===== src/rtl/lm_sm_sequencer_pkg.sv =====
// Shared pipeline definitions for the load-multiple / store-multiple sequencer.
//   - FSM state encoding
//   - default data, register-address and mask widths
//   - PC register index (R7)
package lm_sm_sequencer_pkg;

    localparam int unsigned DEF_DATA_W = 16;
    localparam int unsigned DEF_REG_AW = 3;
    localparam int unsigned DEF_NREG   = 8;

    localparam logic [2:0] PC_REG = 3'd7;

    typedef enum logic [1:0] {
        ST_IDLE   = 2'd0,
        ST_ACTIVE = 2'd1,
        ST_DONE   = 2'd2
    } state_t;

endpackage


===== src/rtl/lm_sm_sequencer_prio_enc8.sv =====
// Lowest-set-bit priority encoder on an 8-bit vector.
//   bits  : input vector
//   index : position of the lowest set bit (0 when none)
//   valid : 1 when any bit is set
module prio_enc8 (
    input  logic [7:0] bits,
    output logic [2:0] index,
    output logic       valid
);

    // Scan from the top down so the lowest set bit is the last to win.
    always_comb begin
        index = 3'd0;
        valid = 1'b0;
        for (int i = 7; i >= 0; i--) begin
            if (bits[i]) begin
                index = 3'(i);
                valid = 1'b1;
            end
        end
    end

endmodule


===== src/rtl/lm_sm_sequencer.sv =====
// Load-multiple / store-multiple transfer engine between the memory stage and
// the register file. Walks the register mask lowest index first, one transfer
// per cycle, and stalls the pipeline until the operation completes.
//   clk, rst          : clock, synchronous active-high reset
//   start, is_load,
//   mask, base_addr   : request, latched in IDLE
//   mem_rdata         : memory read data for mem_addr (LM)
//   rf_data           : register file read data for rf_read_address (SM)
//   mem_addr, mem_we,
//   mem_wdata         : memory side of the current transfer
//   rf_read_address   : register file read select (SM)
//   rf_write_en/_address/_data : register file write port (LM)
//   stall             : freeze upstream stages while busy
//   done              : one-cycle completion pulse
module lm_sm_sequencer
    import lm_sm_sequencer_pkg::*;
#(
    parameter int unsigned DATA_W = DEF_DATA_W,
    parameter int unsigned REG_AW = DEF_REG_AW,
    parameter int unsigned NREG   = DEF_NREG
) (
    input  logic              clk,
    input  logic              rst,
    input  logic              start,
    input  logic              is_load,
    input  logic [NREG-1:0]   mask,
    input  logic [DATA_W-1:0] base_addr,
    input  logic [DATA_W-1:0] mem_rdata,
    input  logic [DATA_W-1:0] rf_data,
    output logic [DATA_W-1:0] mem_addr,
    output logic              mem_we,
    output logic [DATA_W-1:0] mem_wdata,
    output logic [REG_AW-1:0] rf_read_address,
    output logic              rf_write_en,
    output logic [REG_AW-1:0] rf_write_address,
    output logic [DATA_W-1:0] rf_write_data,
    output logic              stall,
    output logic              done
);

    state_t            state, state_d;
    logic              load_q, load_d;
    logic [NREG-1:0]   mask_q, mask_d;
    logic [DATA_W-1:0] base_q, base_d;
    logic [DATA_W-1:0] offset_q, offset_d;

    logic [2:0]        idx;
    logic              idx_valid;

    prio_enc8 u_prio_enc8 (
        .bits  (mask_q),
        .index (idx),
        .valid (idx_valid)
    );

    // State and operand registers.
    always_ff @(posedge clk) begin
        if (rst) begin
            state    <= ST_IDLE;
            load_q   <= 1'b0;
            mask_q   <= '0;
            base_q   <= '0;
            offset_q <= '0;
        end else begin
            state    <= state_d;
            load_q   <= load_d;
            mask_q   <= mask_d;
            base_q   <= base_d;
            offset_q <= offset_d;
        end
    end

    // Next-state and transfer outputs.
    always_comb begin
        state_d          = state;
        load_d           = load_q;
        mask_d           = mask_q;
        base_d           = base_q;
        offset_d         = offset_q;
        mem_addr         = '0;
        mem_we           = 1'b0;
        mem_wdata        = '0;
        rf_read_address  = '0;
        rf_write_en      = 1'b0;
        rf_write_address = '0;
        rf_write_data    = '0;
        stall            = (state != ST_IDLE);
        done             = 1'b0;

        case (state)
            ST_IDLE: begin
                if (start) begin
                    load_d   = is_load;
                    mask_d   = mask;
                    base_d   = base_addr;
                    offset_d = '0;
                    state_d  = (mask != '0) ? ST_ACTIVE : ST_DONE;
                end
            end

            ST_ACTIVE: begin
                mem_addr = base_q + offset_q;
                if (load_q) begin
                    // R7 is the PC: its slot is consumed but never written.
                    if (idx != PC_REG) begin
                        rf_write_en      = 1'b1;
                        rf_write_address = REG_AW'(idx);
                        rf_write_data    = mem_rdata;
                    end
                end else begin
                    rf_read_address = REG_AW'(idx);
                    mem_we          = 1'b1;
                    mem_wdata       = rf_data;
                end
                mask_d   = mask_q & ~(NREG'(1) << idx);
                offset_d = offset_q + DATA_W'(1);
                if (!idx_valid || (mask_d == '0)) begin
                    state_d = ST_DONE;
                end
            end

            ST_DONE: begin
                done    = 1'b1;
                state_d = ST_IDLE;
            end

            default: begin
                state_d = ST_IDLE;
            end
        endcase

        // Reset cancels the in-flight transfer in the same cycle.
        if (rst) begin
            mem_addr         = '0;
            mem_we           = 1'b0;
            mem_wdata        = '0;
            rf_read_address  = '0;
            rf_write_en      = 1'b0;
            rf_write_address = '0;
            rf_write_data    = '0;
            stall            = 1'b0;
            done             = 1'b0;
        end
    end

endmodule


===== config.mk =====
export PLATFORM = sky130hd
export DESIGN_NAME = lm_sm_sequencer
export DESIGN_NICKNAME = d
export VERILOG_FILES = /design/src/rtl/lm_sm_sequencer_pkg.sv /design/src/rtl/lm_sm_sequencer_prio_enc8.sv /design/src/rtl/lm_sm_sequencer.sv
export SDC_FILE = /design/constraint.sdc
export NUM_CORES = 1
export LEC_CHECK = 0
export CAP_MARGIN = 20
export CORE_MARGIN = 2
export CORE_UTILIZATION = 40
export DETAILED_ROUTE_END_ITERATION = 10
export PLACE_DENSITY = 0.76
export SLEW_MARGIN = 30
export SYNTH_ARGS = -nofsm -noshare
export SYNTH_HDL_FRONTEND = slang
export SYNTH_SLANG_ARGS = --single-unit

===== constraint.sdc =====
create_clock -name clk -period 2.5 [get_ports clk]
set_input_delay 0.5 -clock clk [delete_from_list [all_inputs] [get_ports clk]]
set_output_delay 0.5 -clock clk [all_outputs]
set_load 0.01 [all_outputs]

==> results of run 1 <==
## stage by stage
stage / setup TNS [ps] / setup WS, ps / instance area (um2) / hold slack (ps)
floorplan: -3.43 / -3.43 / 2960 / 441
global placement: -16670 / -524 / 4740 / 451
detailed placement: -17070 / -634 / 4740 / 454
CTS: -5760 / -466 / 5170 / 468
global route: -6510 / -502 / 5320 / 499
finish: -4560 / -444 / 5320 / 467
## metal layers
| layer | global-route usage (%) | share of wire [%] |
|---|---|---|
| met1 | 33.4 | 40 |
| met2 | 51.7 | 53 |
| met3 | 5.26 | 5.8 |
| met4 | 8.28 | 1.8 |
| met5 | 0 | 0 |
## logic make-up after synthesis
family                   after synthesis
flip-flops                            43
AO/OA/AOI/OAI                        100
XOR/XNOR                              23
adder cells (fa/ha/maj)               18
buffers and inverters                 26
AND/OR/NAND/NOR                      191
## placed cells by master (no fill, tap or decap), types with 7 or more instances in the layout
cell type         n
ha_1              9
dlygate4sd2_1    23
and2_1           20
ha_4              7
buf_4            83
buf_6            33
dfxtp_2           9
xnor2_1           7
a21oi_1          39
and2_4           15
clkdlybuf4s50_1  60
nand2_1          50
dfxtp_1          34
o21ai_0           9
nor2_1           60
xor2_1           14
buf_2            15
## where the power goes
| part | leakage (nW) | switching [mW] | internal (mW) |
|---|---|---|---|
| combinational | 1.97 | 0.268 | 0.286 |
| clock | 0.0581 | 0.263 | 0.298 |
| sequential | 0.355 | 0.0353 | 0.720 |
| total | 2.38 | 0.567 | 1.30 |
## path summary, 6_finish.rpt
kind	startpoint	to	slack (ps)	depth (start not counted)
worst min register to register	base_q[12]	base_q[12]	470	2
worst max-delay path	base_q[0]	mem_addr[14]	-440	9
worst min-delay path	base_q[12]	base_q[12]	470	2
worst max register to register	mask_q[0]	state[1]	500	6
## state kept, by name, summed over array words and instances, names as in the netlist
| name | cells |
|---|---|
| base_q | 16 |
| offset_q | 16 |
| state | 2 |
| mask_q | 8 |
| load_q | 1 |
## repair_timing
| item | in CTS | in global routing |
|---|---|---|
| pin swaps | 37 | 29 |
| hold buffers | 0 | 0 |
| cloned | 4 | 0 |
| setup buffers | 21 | 3 |
| setup endpoints to repair | 57 | 34 |
| resized for setup | 232 | 43 |
| endpoints found under the hold margin | 0 | 0 |
## worst max-delay path, stage by stage (launching register included)
cell and delay (ps):
dfxtp_2 340, ha_4 160, fa_2 370, a211oi_4 240
o21bai_2 120, a221oi_2 220, buf_4 180, a21oi_4 70
o41ai_2 230, buf_2 190
## cell type report
class                   count  share of cell area (%)
clock inverters             3                   0.823
well taps                  99                    2.33
multi-input cells         332                    43.3
flip-flops and latches     43                    16.4
clock buffers               5                    1.29
inverters                   6                   0.423
repair buffers            216                    35.4
==> impl_metrics.yaml, run 1 <==
status:
  status: "complete, but fails checks"
  failed_checks: "negative setup slack"
route:
  drtIter0Drc: 229
  vias_per_cell: 5.25
  routed-via-count: 3693
  wl_um: 11200
  ant_nets: 0
  firstDrtPassIters: 4
  route.detailed.drc: 0
  wl_per_cell_um: 15.9
critical_path:
  cp.arrival_ps: 2440
  critPathLaunchType: "register"
  setup.worst_path.end_class: "primary output"
  critPathRequiredTime_ps: 2000
  critPathKind: "reg -> out"
  cp_max_fo: 3
synthesis:
  synth_cells: 401
  synth.yosys.seq_area_share_pct: 29.4
  synth-simple-area-share_pct: 31.1
  synth_top_family_by_area: "simple AND/OR/NAND/NOR gates"
  synthAdderAreaFrac_pct: 7.86
  synth_xor_area_share_pct: 6.88
  syn_avg_cell_area_um2: 7.30
  synthMuxAreaShare_pct: 0
  synth.area.top_cells: "dfxtp_1, nor2_1, a21oi_1"
  synth_area_leader_cell: "dfxtp_1"
  yosys.area.top_type_share_pct: 29.4
  synth_edf_count: 0
  yosys_warnings: 0
  synth_compound_area_share_pct: 21.2
  synth.most_common_cell: "nor2_1"
  syn_area_um2: 2930
  yosysUniqueCellTypes: 45
  async_reset_ff_share_pct: 0
  syn_nets: 478
  yosys-top-cells-count: "nor2_1, nand2_1, a21oi_1"
  ys_ff_latch: 43
  synth_top_flop_cell: "dfxtp_1"
global_routing:
  grt_max_degree: 25
  track_usage_pct: 28.3
  grt_pass1_wl_um: 17800
  grt_overflow_total: 0
  grt_pass1_vias: 3775
  grt_antenna_before_repair: 0
die:
  fp.dieW_um: 89.6
  start_util_pct: 40.8
  die_area_um2: 8020
  row_count: 31
  coreArea_um2: 7180
  io_pins: 118
  die_height_um: 89.6
run:
  cap_violations: 0
sta:
  slew_headroom_pct: 68.5
  fin_skew_ps: 13.7
  period_share_pct: 118
  timing.fmax_mhz: 340
  setup-violations-final: 27
  fin_crit_ps: 2940
  hold_viol_final: 0
  slew_violations: 0
  fin_ws_ps: -444
  tightest_slew_ps: 470
  rsz0062_at_grt: "yes"
place:
  dp.cells: 672
  gp_congestion: 0.882
  numPortBuffers: 117
  dp.final_hpwl_um: 7650
clock_network:
  cts_buffers: 5
  cts_max_path_buffers: 2
  path_clk_slew_ps: 90
  clock_sinks: 43
  cts_root_buf: "clkbuf_8"
  clk_latency_ps: 310
  cts_max_level: 2
  cts_tree: "built"
finish:
  area_delta_synth_final_pct: 81.8
  layout-drive-gt1-share_pct: 34.7
  regArea_um2: 872
  nFillCells: 512
  final_cells: 704
  nets: 681
  multi_input_area_um2: 2300
  antennaDiodeCount: 0
  fin_util_pct: 74.2
power:
  ir_drop_uv: 294
  fin_total_pwr_mw: 1.87
  leakage_nw: 2.38
  power_density_nw_per_um2: 352
worst_hold_path:
  holdCritPathClass: "reg -> reg"
(Power assumes the default switching activity.)
==> run 2, diff against run 1 <==
- CORE_MARGIN: 2 -> default
==> run 2 against run 1 <==
Compared with the run above: the run still ends with negative setup slack left; clock skew decreased by 3.1 ps; utilization grew 1.1 points; sequential share of layout area increased by 0.19 points; via count down 2.2%; clock-buffer cell count up 1; non-clock buffer count decreased by 4; power rose by 0.58%; sequential power fell by 0.5%; largest power group unchanged.
==> impl_metrics.yaml, run 2 (synthesis gave the netlist of run 1 again) <==
global_routing:
  grt_max_degree: 27
  grt_pass1_vias: 3537
  grt_overflow_total: 0
  track_usage_pct: 27.5
  grt_antenna_before_repair: 0
  grt_pass1_wl_um: 16400
clock_network:
  path_clk_slew_ps: 90
  cts_root_buf: "clkbuf_8"
  clock_sinks: 43
  cts_buffers: 5
  clk_latency_ps: 300
  cts_tree: "built"
  cts_max_level: 2
  cts_max_path_buffers: 2
finish:
  area_delta_synth_final_pct: 78.6
  layout_commonest_cell: "buf_4"
  antennaDiodeCount: 0
  final_cell_mix: "buf_4, nor2_1, clkdlybuf4s50_1, nand2_1, a21oi_1"
  layout-drive-gt1-share_pct: 33.3
  top_regs: "base_q x16, offset_q x16, mask_q x8"
  stdcell_area_um2: 5230
  nFillCells: 521
  nets: 677
critical_path:
  critPathKind: "reg -> out"
  slowest_stage: "fa_2"
  setup.worst_path.end_class: "primary output"
  cp_max_fo: 3
  cpPeakStageDelay_ps: 370
  cp.arrival_ps: 2490
  crit_family: "compound AO/OA/AOI/OAI gates"
  critPathRequiredTime_ps: 2000
  timing.critical_path.buf_inv: 2
  crit_chain: "ha_4 > fa_2 > a211oi_4 > o21bai_2 > a221oi_2 > buf_4 > a21oi_4 > a22oi_2 > o41ai_2 > buf_2"
  critPathLaunchType: "register"
route:
  firstDrtPassIters: 4
  ant_nets: 0
  wl_um: 10600
  wl_per_cell_um: 15.3
  routed-via-count: 3612
  drtIter0Drc: 176
  route.detailed.drc: 0
  vias_per_cell: 5.18
sta:
  period_share_pct: 120
  rsz0062_at_grt: "yes"
  fin_skew_ps: 10.6
  timing.fmax_mhz: 334
  tightest_slew_ps: 425
  fin_crit_ps: 2990
  slew_violations: 0
  setup-violations-final: 30
  hold_viol_final: 0
  fin_ws_ps: -493
  slew_headroom_pct: 71.4
  holdWs_ps: 475
die:
  io_pins: 118
  die_height_um: 87.6
  fp.dieW_um: 87.6
  start_util_pct: 42.2
  coreArea_um2: 6940
  die_area_um2: 7670
  row_count: 30
place:
  numPortBuffers: 117
  place_area_um2: 4730
  dp.final_hpwl_um: 7580
  gp_congestion: 0.938
worst_hold_path:
  holdCritPathClass: "reg -> reg"
power:
  ir_drop_uv: 285
  pwr-share-seq_pct: 40.0
  pwr-share-comb_pct: 29.5
  power.switching_mw: 0.545
  leakage_nw: 2.37
  swShare_pct: 28.9
  clkPwrFrac_pct: 30.5
  power_density_nw_per_um2: 360
  p_int_mw: 1.34
status:
  status: "complete, but fails checks"
  failed_checks: "negative setup slack"
run:
  cap_violations: 0
==> run 2: per-stage QoR <==
| step | setup slack, ps | std cells | util (%) | TNS, ps | power [mW] |
|---|---|---|---|---|---|
| finish | -493 | 697 | 75.3 | -4380 | 1.88 |
| CTS | -511 | 691 | 72.5 | -5450 | 1.86 |
| detailed placement | -557 | 669 | 68.1 | -20750 | 1.27 |
| global route | -603 | 697 | 75.3 | -6700 | 1.96 |
| floorplan | -3.43 | 401 | - | -3.43 | 0.999 |
| global placement | -531 | 669 | 68.1 | -17660 | 1.25 |
==> run 2: layer usage <==
metal | track usage [%] | wire length [um] | vias up | part of all wire (%)
li1 | - | - | 1764 | -
met1 | 29.3 | 4270 | 1681 | 40
met2 | 54.5 | 5490 | 149 | 52
met3 | 4.34 | 656 | 18 | 6.2
met4 | 9.09 | 215 | 0 | 2.0
met5 | 0 | 0 | - | 0
==> run 2: final timing paths <==
check / slack (ps) / cells past startpoint / from / end
min: 480 / 2 / base_q[10] / base_q[10]
min reg2reg: 480 / 2 / base_q[10] / base_q[10]
max: -490 / 10 / base_q[0] / mem_addr[14]
max reg2reg: 470 / 7 / mask_q[0] / state[1]
==> run 2: area by class of cell <==
| class | count | area [um2] | area share [%] |
|---|---|---|---|
| Clock buffer | 6 | 82.6 | 1.58 |
| Clock inverter | 2 | 35.0 | 0.670 |
| Inverter | 6 | 22.5 | 0.431 |
| Multi-Input combinational cell | 332 | 2240 | 42.9 |
| Sequential cell | 43 | 867 | 16.6 |
| Tap cell | 96 | 120 | 2.30 |
| Timing Repair Buffer | 212 | 1860 | 35.5 |
==> run 2: worst register-to-register path, delay by kind of cell (launching register included) <==
| family | cells | cell delay (ps) |
|---|---|---|
| AO/OA/AOI/OAI | 3 | 650 |
| buffers and inverters | 2 | 210 |
| flip-flops | 1 | 330 |
| AND/OR/NAND/NOR | 2 | 730 |
==> run 2: timing repair <==
| action | CTS | global route |
|---|---|---|
| buffers inserted | 14 | 7 |
| hold buffers | 0 | 0 |
| pin swaps | 26 | 30 |
| endpoints found under the hold margin | 0 | 0 |
| setup endpoints to repair | 56 | 49 |
| resized for setup | 214 | 46 |
| gates cloned | 2 | 0 |
==> run 2: power by group through the flow <==
stage / clock network [mW] / logic (mW) / registers (mW)
detailed placement: 0 / 0.504 / 0.762
floorplan: 0 / 0.243 / 0.756
finish: 0.574 / 0.555 / 0.752
global placement: 0 / 0.492 / 0.761
CTS: 0.579 / 0.529 / 0.751
global route: 0.607 / 0.602 / 0.757
==> run 3, diff against run 2 <==
- CORE_MARGIN: default -> 1.5
==> run 3 against run 2 <==
Compared with the run above: the run still ends with negative setup slack left; global-route usage decreased by 0.96 points; non-clock buffer count increased by 1; power increased by 0.58%.
==> impl_metrics.yaml, run 3 (synthesis gave the netlist of run 1 again) <==
die:
  start_util_pct: 40.8
  coreArea_um2: 7180
  die_area_um2: 7840
  io_pins: 118
  fp.dieW_um: 88.6
  row_count: 31
  die_height_um: 88.6
worst_hold_path:
  min_path_cells: 2
  min_to: "base_q[14]"
  holdCritPathClass: "reg -> reg"
  hold_start: "base_q[14]"
global_routing:
  grt_pass1_vias: 3508
  track_usage_pct: 26.6
  grt_pass1_wl_um: 16400
  grt_antenna_before_repair: 0
  grt_max_degree: 33
  grt_overflow_total: 0
route:
  firstDrtPassIters: 4
  drtIter0Drc: 151
  route.detailed.drc: 0
  routed-via-count: 3621
  vias_per_cell: 5.17
  ant_nets: 0
  wl_um: 11000
  wl_per_cell_um: 15.7
sta:
  period_share_pct: 117
  slew_headroom_pct: 65.8
  hold_viol_final: 0
  fin_crit_ps: 2930
  rsz0062_at_grt: "yes"
  setup-violations-final: 16
  timing.fmax_mhz: 342
  fin_ws_ps: -425
  tightest_slew_ps: 508
  fin_skew_ps: 11.1
  slew_violations: 0
clock_network:
  cts_max_path_buffers: 2
  clk_latency_ps: 300
  path_clk_slew_ps: 80
  cts_buffers: 5
  cts_root_buf: "clkbuf_8"
  cts_max_level: 2
  hold_buffers: 0
  clock_sinks: 43
  cts_tree: "built"
finish:
  layout-drive-gt1-share_pct: 34.2
  antennaDiodeCount: 0
  nets: 678
  top_regs: "base_q x16, offset_q x16, mask_q x8"
  fin_util_pct: 74.1
  final_cell_mix: "buf_4, nor2_1, clkdlybuf4s50_1, nand2_1, a21oi_1"
  final_cells: 701
  regArea_um2: 873
  layout_commonest_cell: "buf_4"
  area_delta_synth_final_pct: 81.7
  nFillCells: 510
  multi_input_area_um2: 2290
power:
  pwr-share-seq_pct: 39.8
  ir_drop_uv: 274
  leakage_nw: 2.46
  p_int_mw: 1.34
  swShare_pct: 29.2
  power_density_nw_per_um2: 356
  pwr-share-comb_pct: 29.8
  clkPwrFrac_pct: 30.4
  power.switching_mw: 0.553
critical_path:
  critPathRequiredTime_ps: 2000
  reg2reg_depth: 7
  critPathLaunchType: "register"
  slowest_stage: "fa_2"
  r2r_start: "mask_q[0]"
  crit_chain: "ha_4 > fa_2 > a211oi_4 > o21bai_4 > a221oi_4 > buf_4 > buf_4 > xor2_1 > nor2_1 > buf_2"
  r2r-end: "state[1]"
  cp.arrival_ps: 2430
  setup.worst_path.end_class: "primary output"
  critPathKind: "reg -> out"
  crit_path_frequent_cell: "buf_4"
  rrSetupSlack_ps: 510
  cp_max_fo: 2
  cpPeakStageDelay_ps: 360
run:
  cap_violations: 0
place:
  dp.final_hpwl_um: 7590
  dp.cells: 673
  gp_congestion: 0.869
  numPortBuffers: 117
status:
  status: "complete, but fails checks"
  failed_checks: "negative setup slack"
## run 3: cell types whose count changed in the layout (fill, tap and decap cells not counted), sizes merged
cell	before	now
dlygate4sd2	20	12
clkdlybuf4s50	59	61
clkdlybuf4s15	1	3
dlymetal6s2s	2	9
clkbuf	9	7
## run 3: worst max-delay path: cells and delay by family, from the launching register on
kind	cells	cell delay [ps]
adder cells (fa/ha/maj)	2	520
flip-flops	1	350
AO/OA/AOI/OAI	3	680
buffers and inverters	3	400
XOR/XNOR	1	120
AND/OR/NAND/NOR	1	50
## run 3: power groups by stage
stage               Clock [mW]  Sequential (mW)  Combinational [mW]
detailed placement           0            0.763               0.503
finish                   0.576            0.753               0.565
floorplan                    0            0.756               0.243
global route             0.602            0.757               0.612
CTS                      0.580            0.750               0.530
global placement             0            0.760               0.494
## run 3: repair_timing
item                                   in CTS  in global routing
endpoints found under the hold margin       0                  0
setup endpoints to repair                  58                 43
gates cloned                                3                  0
setup buffers                              16                  7
resized for setup                         204                 61
pin swaps                                  37                 34
## run 3: per-stage QoR
| step | instance area (um2) | total power, mW | TNS [ps] | worst slack (ps) | hold slack (ps) |
|---|---|---|---|---|---|
| floorplan | 2960 | 0.999 | -3.43 | -3.43 | 441 |
| global placement | 4740 | 1.25 | -15720 | -503 | 451 |
| detailed placement | 4740 | 1.27 | -16620 | -546 | 454 |
| CTS | 5070 | 1.86 | -4880 | -515 | 469 |
| global route | 5320 | 1.97 | -4740 | -523 | 494 |
| finish | 5320 | 1.89 | -2940 | -425 | 468 |
## run 3: worst max path at each step
stage,startpoint,to,slack [ps],cells after the start
after detailed placement,base_q[0],mem_addr[14],-550,9
after CTS,offset_q[0],mem_addr[12],-520,9
after global placement,base_q[0],mem_addr[14],-500,8
final,offset_q[0],mem_addr[10],-430,10
after floorplan,offset_q[0],mem_addr[14],-3,8
after global routing,offset_q[0],mem_addr[8],-520,11
## run 3: per-layer routing
metal | global-route usage (%) | vias up | wire [um]
met2 | 47.5 | 122 | 5700
met4 | 8.81 | 0 | 269
met3 | 4.94 | 28 | 671
met1 | 32.1 | 1698 | 4330
li1 | - | 1773 | -
met5 | 0 | - | 0
## run 3: area by class of cell
cell class                      count  area share [%]
Sequential cell                    43            16.4
Tap cell                           99            2.33
Clock inverter                      2           0.659
Clock buffer                        6            1.55
Timing Repair Buffer              213            35.5
Multi-Input combinational cell    332            43.1
Inverter                            6           0.423
